[src/rtl/composite_pkg.sv]
// Shared level codes, timing constants and field-state classification
// for the composite video field sequencer.
package composite_pkg;

    localparam logic [2:0] LVL_SYNC  = 3'd0;
    localparam logic [2:0] LVL_BLACK = 3'd1;
    // Indexed by 2-bit pixel intensity: 0 -> 1, 1 -> 2, 2 -> 4, 3 -> 7
    localparam logic [3:0][2:0] PIX_LVL = {3'd7, 3'd4, 3'd2, 3'd1};

    localparam logic [6:0] HSYNC_T = 7'd9;
    localparam logic [5:0] SHORT_T = 6'd5;
    localparam logic [5:0] BROAD_T = 6'd55;
    localparam int         HALF_T  = 64;
    localparam int         LINE_T  = 128;

    localparam logic [9:0] HL_SHORT_PRE  = 10'd5;
    localparam logic [9:0] HL_BLANK      = 10'd10;
    localparam logic [9:0] HL_ACTIVE     = 10'd46;
    localparam logic [9:0] HL_SHORT_POST = 10'd618;
    localparam logic [9:0] HL_FIELD      = 10'd624;

    typedef enum logic [2:0] {
        ST_BROAD,
        ST_SHORT_PRE,
        ST_BLANK,
        ST_ACTIVE,
        ST_SHORT_POST
    } field_state_e;

    function automatic field_state_e state_of_hl(input logic [9:0] hl);
        if (hl < HL_SHORT_PRE)       return ST_BROAD;
        else if (hl < HL_BLANK)      return ST_SHORT_PRE;
        else if (hl < HL_ACTIVE)     return ST_BLANK;
        else if (hl < HL_SHORT_POST) return ST_ACTIVE;
        return ST_SHORT_POST;
    endfunction

endpackage

[src/rtl/line_timer.sv]
// Tick (0..127) and half-line (0..623) counters for one progressive field,
// with half-line / line end strobes decoded from the current tick.
module line_timer
    import composite_pkg::*;
(
    input  logic       clk,
    input  logic       sys_rst_n,
    input  logic       en,
    output logic [6:0] t,
    output logic [9:0] hl,
    output logic [9:0] hl_nxt,
    output logic       half_end,
    output logic       line_end
);

    assign half_end = (t[5:0] == 6'(HALF_T - 1));
    assign line_end = (t == 7'(LINE_T - 1));
    assign hl_nxt   = (hl == HL_FIELD - 10'd1) ? '0 : hl + 10'd1;

    always_ff @(posedge clk or negedge sys_rst_n) begin
        if (!sys_rst_n) begin
            t  <= '0;
            hl <= '0;
        end else if (!en) begin
            t  <= '0;
            hl <= '0;
        end else begin
            t <= t + 7'd1;
            if (half_end) hl <= hl_nxt;
        end
    end

endmodule

[src/rtl/composite_field_sequencer.sv]
// Field-level sequencer for one 312-line progressive pseudo-PAL field:
// sync/blank/active level selection, pixel handshake and status flags.
//
// state         | meaning
// ST_BROAD      | half-lines 0..4, broad (vertical) sync pulses
// ST_SHORT_PRE  | half-lines 5..9, equalising pulses after broad sync
// ST_BLANK      | half-lines 10..45, blanked lines with hsync only
// ST_ACTIVE     | half-lines 46..617, hsync + pixel window
// ST_SHORT_POST | half-lines 618..623, equalising pulses before next field
module composite_field_sequencer
    import composite_pkg::*;
#(
    parameter int ACT_LINES = 286,
    parameter int ACT_START = 20,
    parameter int ACT_END   = 125
) (
    input  logic       clk,
    input  logic       sys_rst_n,
    input  logic       en,
    input  logic [1:0] pix_data,
    input  logic       pix_valid,
    input  logic       underrun_clr,
    output logic       pix_req,
    output logic [2:0] sig,
    output logic [8:0] act_line,
    output logic       field_start,
    output logic       underrun
);

    localparam logic [6:0] ACT_START_T = 7'(ACT_START);
    localparam logic [6:0] ACT_END_T   = 7'(ACT_END);
    localparam logic [8:0] LAST_LINE   = 9'(ACT_LINES - 1);

    logic [6:0]   t;
    logic [9:0]   hl;
    logic [9:0]   hl_nxt;
    logic         half_end;
    logic         line_end;
    field_state_e state;
    field_state_e state_nxt;
    logic [5:0]   h;
    logic         in_window;
    logic [2:0]   level_nxt;

    line_timer u_line_timer (
        .clk       (clk),
        .sys_rst_n (sys_rst_n),
        .en        (en),
        .t         (t),
        .hl        (hl),
        .hl_nxt    (hl_nxt),
        .half_end  (half_end),
        .line_end  (line_end)
    );

    assign h         = t[5:0];
    assign state_nxt = state_of_hl(hl_nxt);
    assign in_window = (state == ST_ACTIVE) && (t >= ACT_START_T) && (t < ACT_END_T);
    assign pix_req   = en && in_window;

    always_comb begin
        level_nxt = LVL_BLACK;
        case (state)
            ST_BROAD:                   if (h < BROAD_T) level_nxt = LVL_SYNC;
            ST_SHORT_PRE, ST_SHORT_POST: if (h < SHORT_T) level_nxt = LVL_SYNC;
            ST_BLANK:                   if (t < HSYNC_T) level_nxt = LVL_SYNC;
            ST_ACTIVE: begin
                if (t < HSYNC_T)
                    level_nxt = LVL_SYNC;
                else if (in_window && pix_valid)
                    level_nxt = PIX_LVL[pix_data];
            end
            default: level_nxt = LVL_BLACK;
        endcase
    end

    always_ff @(posedge clk or negedge sys_rst_n) begin
        if (!sys_rst_n) begin
            state       <= ST_BROAD;
            sig         <= LVL_BLACK;
            field_start <= 1'b0;
            underrun    <= 1'b0;
            act_line    <= '0;
        end else begin
            if (!en) begin
                state       <= ST_BROAD;
                sig         <= LVL_BLACK;
                field_start <= 1'b0;
            end else begin
                sig         <= level_nxt;
                field_start <= (hl == '0) && (t == '0);
                if (half_end) state <= state_nxt;
                // Index restarts on entry and saturates on the last active line
                if (line_end) begin
                    if (state != ST_ACTIVE && state_nxt == ST_ACTIVE)
                        act_line <= '0;
                    else if (state == ST_ACTIVE && act_line != LAST_LINE)
                        act_line <= act_line + 9'd1;
                end
            end
            if (pix_req && !pix_valid)
                underrun <= 1'b1;
            else if (underrun_clr)
                underrun <= 1'b0;
        end
    end

endmodule

[config.mk]
export PLATFORM = sky130hd
export DESIGN_NAME = composite_field_sequencer
export DESIGN_NICKNAME = d
export VERILOG_FILES = /design/src/rtl/composite_pkg.sv /design/src/rtl/line_timer.sv /design/src/rtl/composite_field_sequencer.sv
export SDC_FILE = /design/constraint.sdc
export NUM_CORES = 1
export LEC_CHECK = 0
export BUFFER_PORTS_ARGS = -buffer_cell sky130_fd_sc_hd__buf_2
export CORE_MARGIN = 8
export CORE_UTILIZATION = 40
export CTS_BUF_LIST = sky130_fd_sc_hd__clkbuf_16
export CTS_CLUSTER_DIAMETER = 50
export CTS_CLUSTER_SIZE = 40
export DETAILED_ROUTE_END_ITERATION = 12
export PLACE_DENSITY = 0.54
export SYNTH_ARGS = -nofsm -noshare
export SYNTH_HDL_FRONTEND = slang
export SYNTH_SLANG_ARGS = --single-unit
export TNS_END_PERCENT = 10
[constraint.sdc]
create_clock -name clk -period 6.1 [get_ports clk]
set_input_delay 0 -clock clk [delete_from_list [all_inputs] [get_ports clk]]
set_output_delay 0 -clock clk [all_outputs]
set_load 0.005 [all_outputs]
==> run_results.csv <==
group,metric,value,unit
grt,number_of_global_route_vias_before_repair,2089,
power,ir_drop,0.139,mV
grt,grt_pass1_wl,10200,um
min_path,hp-start,"pix_valid",
route,routed_via_density,5.76,
clock_network,ctsRootBufferMaster,"sky130_fd_sc_hd__clkbuf_16",
sta,timing.final.crit_period,2.93,ns
clock_network,cts_tree,"done",
clock_network,htree_levels,2,
place,place.port_buffers,21,
route,postRouteWirelength,5720,um
floorplan,floorplan.core_area,5850,um^2
floorplan,fp.dieH,93.1,um
power,power.total,0.000504,W
yosys,synth_enable_flop_cells,0,
yosys,seq_area_frac_synth,0.358,
min_path,path_category_of_the_worst_min_delay_check,"input port to flip-flop",
sta,number_of_slew_limit_violations_in_the_final_report,0,
sta,setup_tns,0,ns
sta,final_setup_violations,0,
layout,areaGrowthSynthToFinish,11.6,%
route,route.vias.total,2132,
setup_path,crit-reg2reg-launch,"u_line_timer.hl[0]",
yosys,netlist_area,2380,um^2
yosys,yosys.area.top_type,"sky130_fd_sc_hd__dfrtp_1",
floorplan,chipWidth,93.1,um
clock_network,tritoncts_num_sinks,34,
yosys,synth-seq-cells,34,
sta,fmaxAchievable,341,MHz
route,routed_wire_length_per_instance,15.4,um
layout,layout.filler_cells,568,
sta,maxSlewHeadroom,0.470,
grt,antenna_found_initial,0,
route,first_iter_violations,85,
setup_path,critical_path.max_fanout,14,
grt,groute.usage.overall,0.144,
clock_network,insertion_delay,0.28,ns
setup_path,timing.critical_path.arrival,3.12,ns
clock_network,cts_buffers,5,
sta,tightestPinTransition,0.795,ns
setup_path,critPathLaunchType,"flip-flop",
yosys,synth_most_common_cell,"sky130_fd_sc_hd__dfrtp_1",
yosys,synthTopCellsByCount,"sky130_fd_sc_hd__dfrtp_1, sky130_fd_sc_hd__nand2_1, sky130_fd_sc_hd__a21oi_1",
clock_network,ctsLongestPathBuffers,2,
sta,final_min_period_over_clock_period,0.481,
route,drt-pass1-iter-count,4,
sta,finalClockSkew,0.00335,ns
floorplan,fp-row-count,28,
sta,final_hold_viol_count,0,
power,power_leakage,1.08,nW
run,cap_violations,0,
floorplan,die-area,8670,um^2
layout,diodes,0,
yosys,synthDominantCellAreaShare,0.347,
setup_path,critPathKind,"flip-flop to flip-flop",
yosys,ys_async_sr_fraction,1.00,
setup_path,worstSetupStartpoint,"u_line_timer.hl[0]",
floorplan,boundaryPins,22,
setup_path,worst_ep_required_time,6.29,ns
route,drc,0,
place,global_placement_routability_congestion,0.863,
grt,grt_max_degree,35,
yosys,postSynthAreaPerCell,8.47,um^2
yosys,most_area_consuming_cells_after_synthesis,"sky130_fd_sc_hd__dfrtp_1, sky130_fd_sc_hd__nand2_1, sky130_fd_sc_hd__a21oi_1, sky130_fd_sc_hd__ha_1, sky130_fd_sc_hd__and2_1",
place,dpl.hpwl,3870,um
yosys,number_of_synthesis_warnings,0,
layout,layout.nets,308,
power,pwr_density_cell,190,nW/um^2
clock_network,clock_transition_at_the_registers_of_the_reported_paths,0.06,ns
setup_path,endpoint_kind,"flip-flop",
yosys,ys_types,58,
yosys,syn-instance-count,281,
yosys,synth_fp_nets,295,
sta,setup_repair_after_global_routing_missed_its_margin,"no",
layout,layout_cells_sized_above_1,0.129,
clock_network,cts_setup_buffers,0,
yosys,synth_flop_cell,"sky130_fd_sc_hd__dfrtp_1",
grt,overflow,0,
run_status,outcome,"complete, no violations",
floorplan,floorplan.initialDensity,0.407,
route,antenna_violating_nets_post_route,0,
per-stage QoR:
step	worst slack, ns	utilization	instance area (um^2)	instances	hold WS, ns
finish	3.17	0.454	2660	370	0.108
global placement	3.29	0.421	2460	357	0.134
CTS	3.19	0.454	2660	370	0.102
global route	2.83	0.454	2660	370	0.116
detailed placement	3.21	0.421	2460	357	0.142
floorplan	3.83	-	2380	281	-0.296
power breakdown:
group	switching [W]	internal (W)	total (W)	leakage, nW
combinational	0.0000116	0.00000819	0.0000198	0.580
clock	0.000103	0.000149	0.000252	0.0672
sequential	0.00000356	0.000228	0.000232	0.432
what timing repair did:
item	CTS	global route
endpoints found under the setup margin	0	0
hold buffers	5	0
hold endpoints to repair	36	0
gates resized for setup	0	0
area by class of cell:
type	instances	area [um^2]	share of cell area
Multi-Input combinational cell	213	1360	0.512
Clock inverter	3	16.3	0.00612
Timing Repair Buffer	26	155	0.0584
Sequential cell	34	852	0.321
Inverter	14	52.6	0.0198
Clock buffer	5	125	0.0471
Tap cell	75	93.8	0.0353
cell usage in the layout, fill, tap and decap left out, drive strengths merged, types with 5 or more instances in the layout:
| master | n |
|---|---|
| xnor2 | 8 |
| and2 | 12 |
| and3 | 5 |
| dlygate4sd3 | 5 |
| a31oi | 5 |
| inv | 14 |
| nor4 | 5 |
| o21ai | 20 |
| ha | 7 |
| dfrtp | 33 |
| nor2 | 14 |
| nand3 | 14 |
| buf | 21 |
| clkbuf | 5 |
| nor3 | 12 |
| a21boi | 6 |
| nand4 | 9 |
| a21oi | 20 |
| nand2 | 26 |
cells by family (layout without fill, tap and decap cells):
| group | after synthesis | after routing | synth area share |
|---|---|---|---|
| adders and majority gates | 7 | 7 | 0.0368 |
| muxes | 1 | 1 | 0.00421 |
| xor gates and xnor gates | 12 | 12 | 0.0442 |
| DFF | 34 | 34 | 0.358 |
| and+or+nand+nor | 122 | 122 | 0.289 |
| buffers and inverters | 34 | 48 | 0.0699 |
| AOI/OAI and AO/OA | 71 | 71 | 0.198 |
path summary, 6_finish.rpt:
| kind | to | slack, ns | depth (start not counted) |
|---|---|---|---|
| worst max-delay path | act_line[0] | 3.17 | 8 |
| worst min-delay path | sig[0] | 0.11 | 4 |
| worst max register to register | act_line[0] | 3.17 | 8 |
| worst min register to register | sig[0] | 0.56 | 1 |
| max in group asynchronous | u_line_timer.hl[8] | 5.25 | 2 |
| min in group asynchronous | u_line_timer.t[5] | 0.34 | 2 |
flip-flops by register name (all words and copies together), names as in the netlist:
| name | count |
|---|---|
| field_start | 1 |
| act_line | 9 |
| state | 3 |
| sig | 3 |
| underrun | 1 |
| u_line_timer.t | 7 |
| u_line_timer.hl | 10 |
worst max-delay path, stage by stage (launching register included):
cell	delay, ns
sky130_fd_sc_hd__dfrtp_1	0.54
sky130_fd_sc_hd__ha_1	0.49
sky130_fd_sc_hd__nand4_1	0.24
sky130_fd_sc_hd__nor3_4	0.38
sky130_fd_sc_hd__a21oi_2	0.09
sky130_fd_sc_hd__nor4b_2	0.38
sky130_fd_sc_hd__nand2_1	0.09
sky130_fd_sc_hd__and3_1	0.33
sky130_fd_sc_hd__o311ai_4	0.29
metal layers:
layer  wire length, um  GRT usage
met1              2730      0.177
met2              2580      0.233
met3               306     0.0457
met4                93     0.0430
met5                 0          0
No activity file was read; power rests on OpenSTA's default activity.
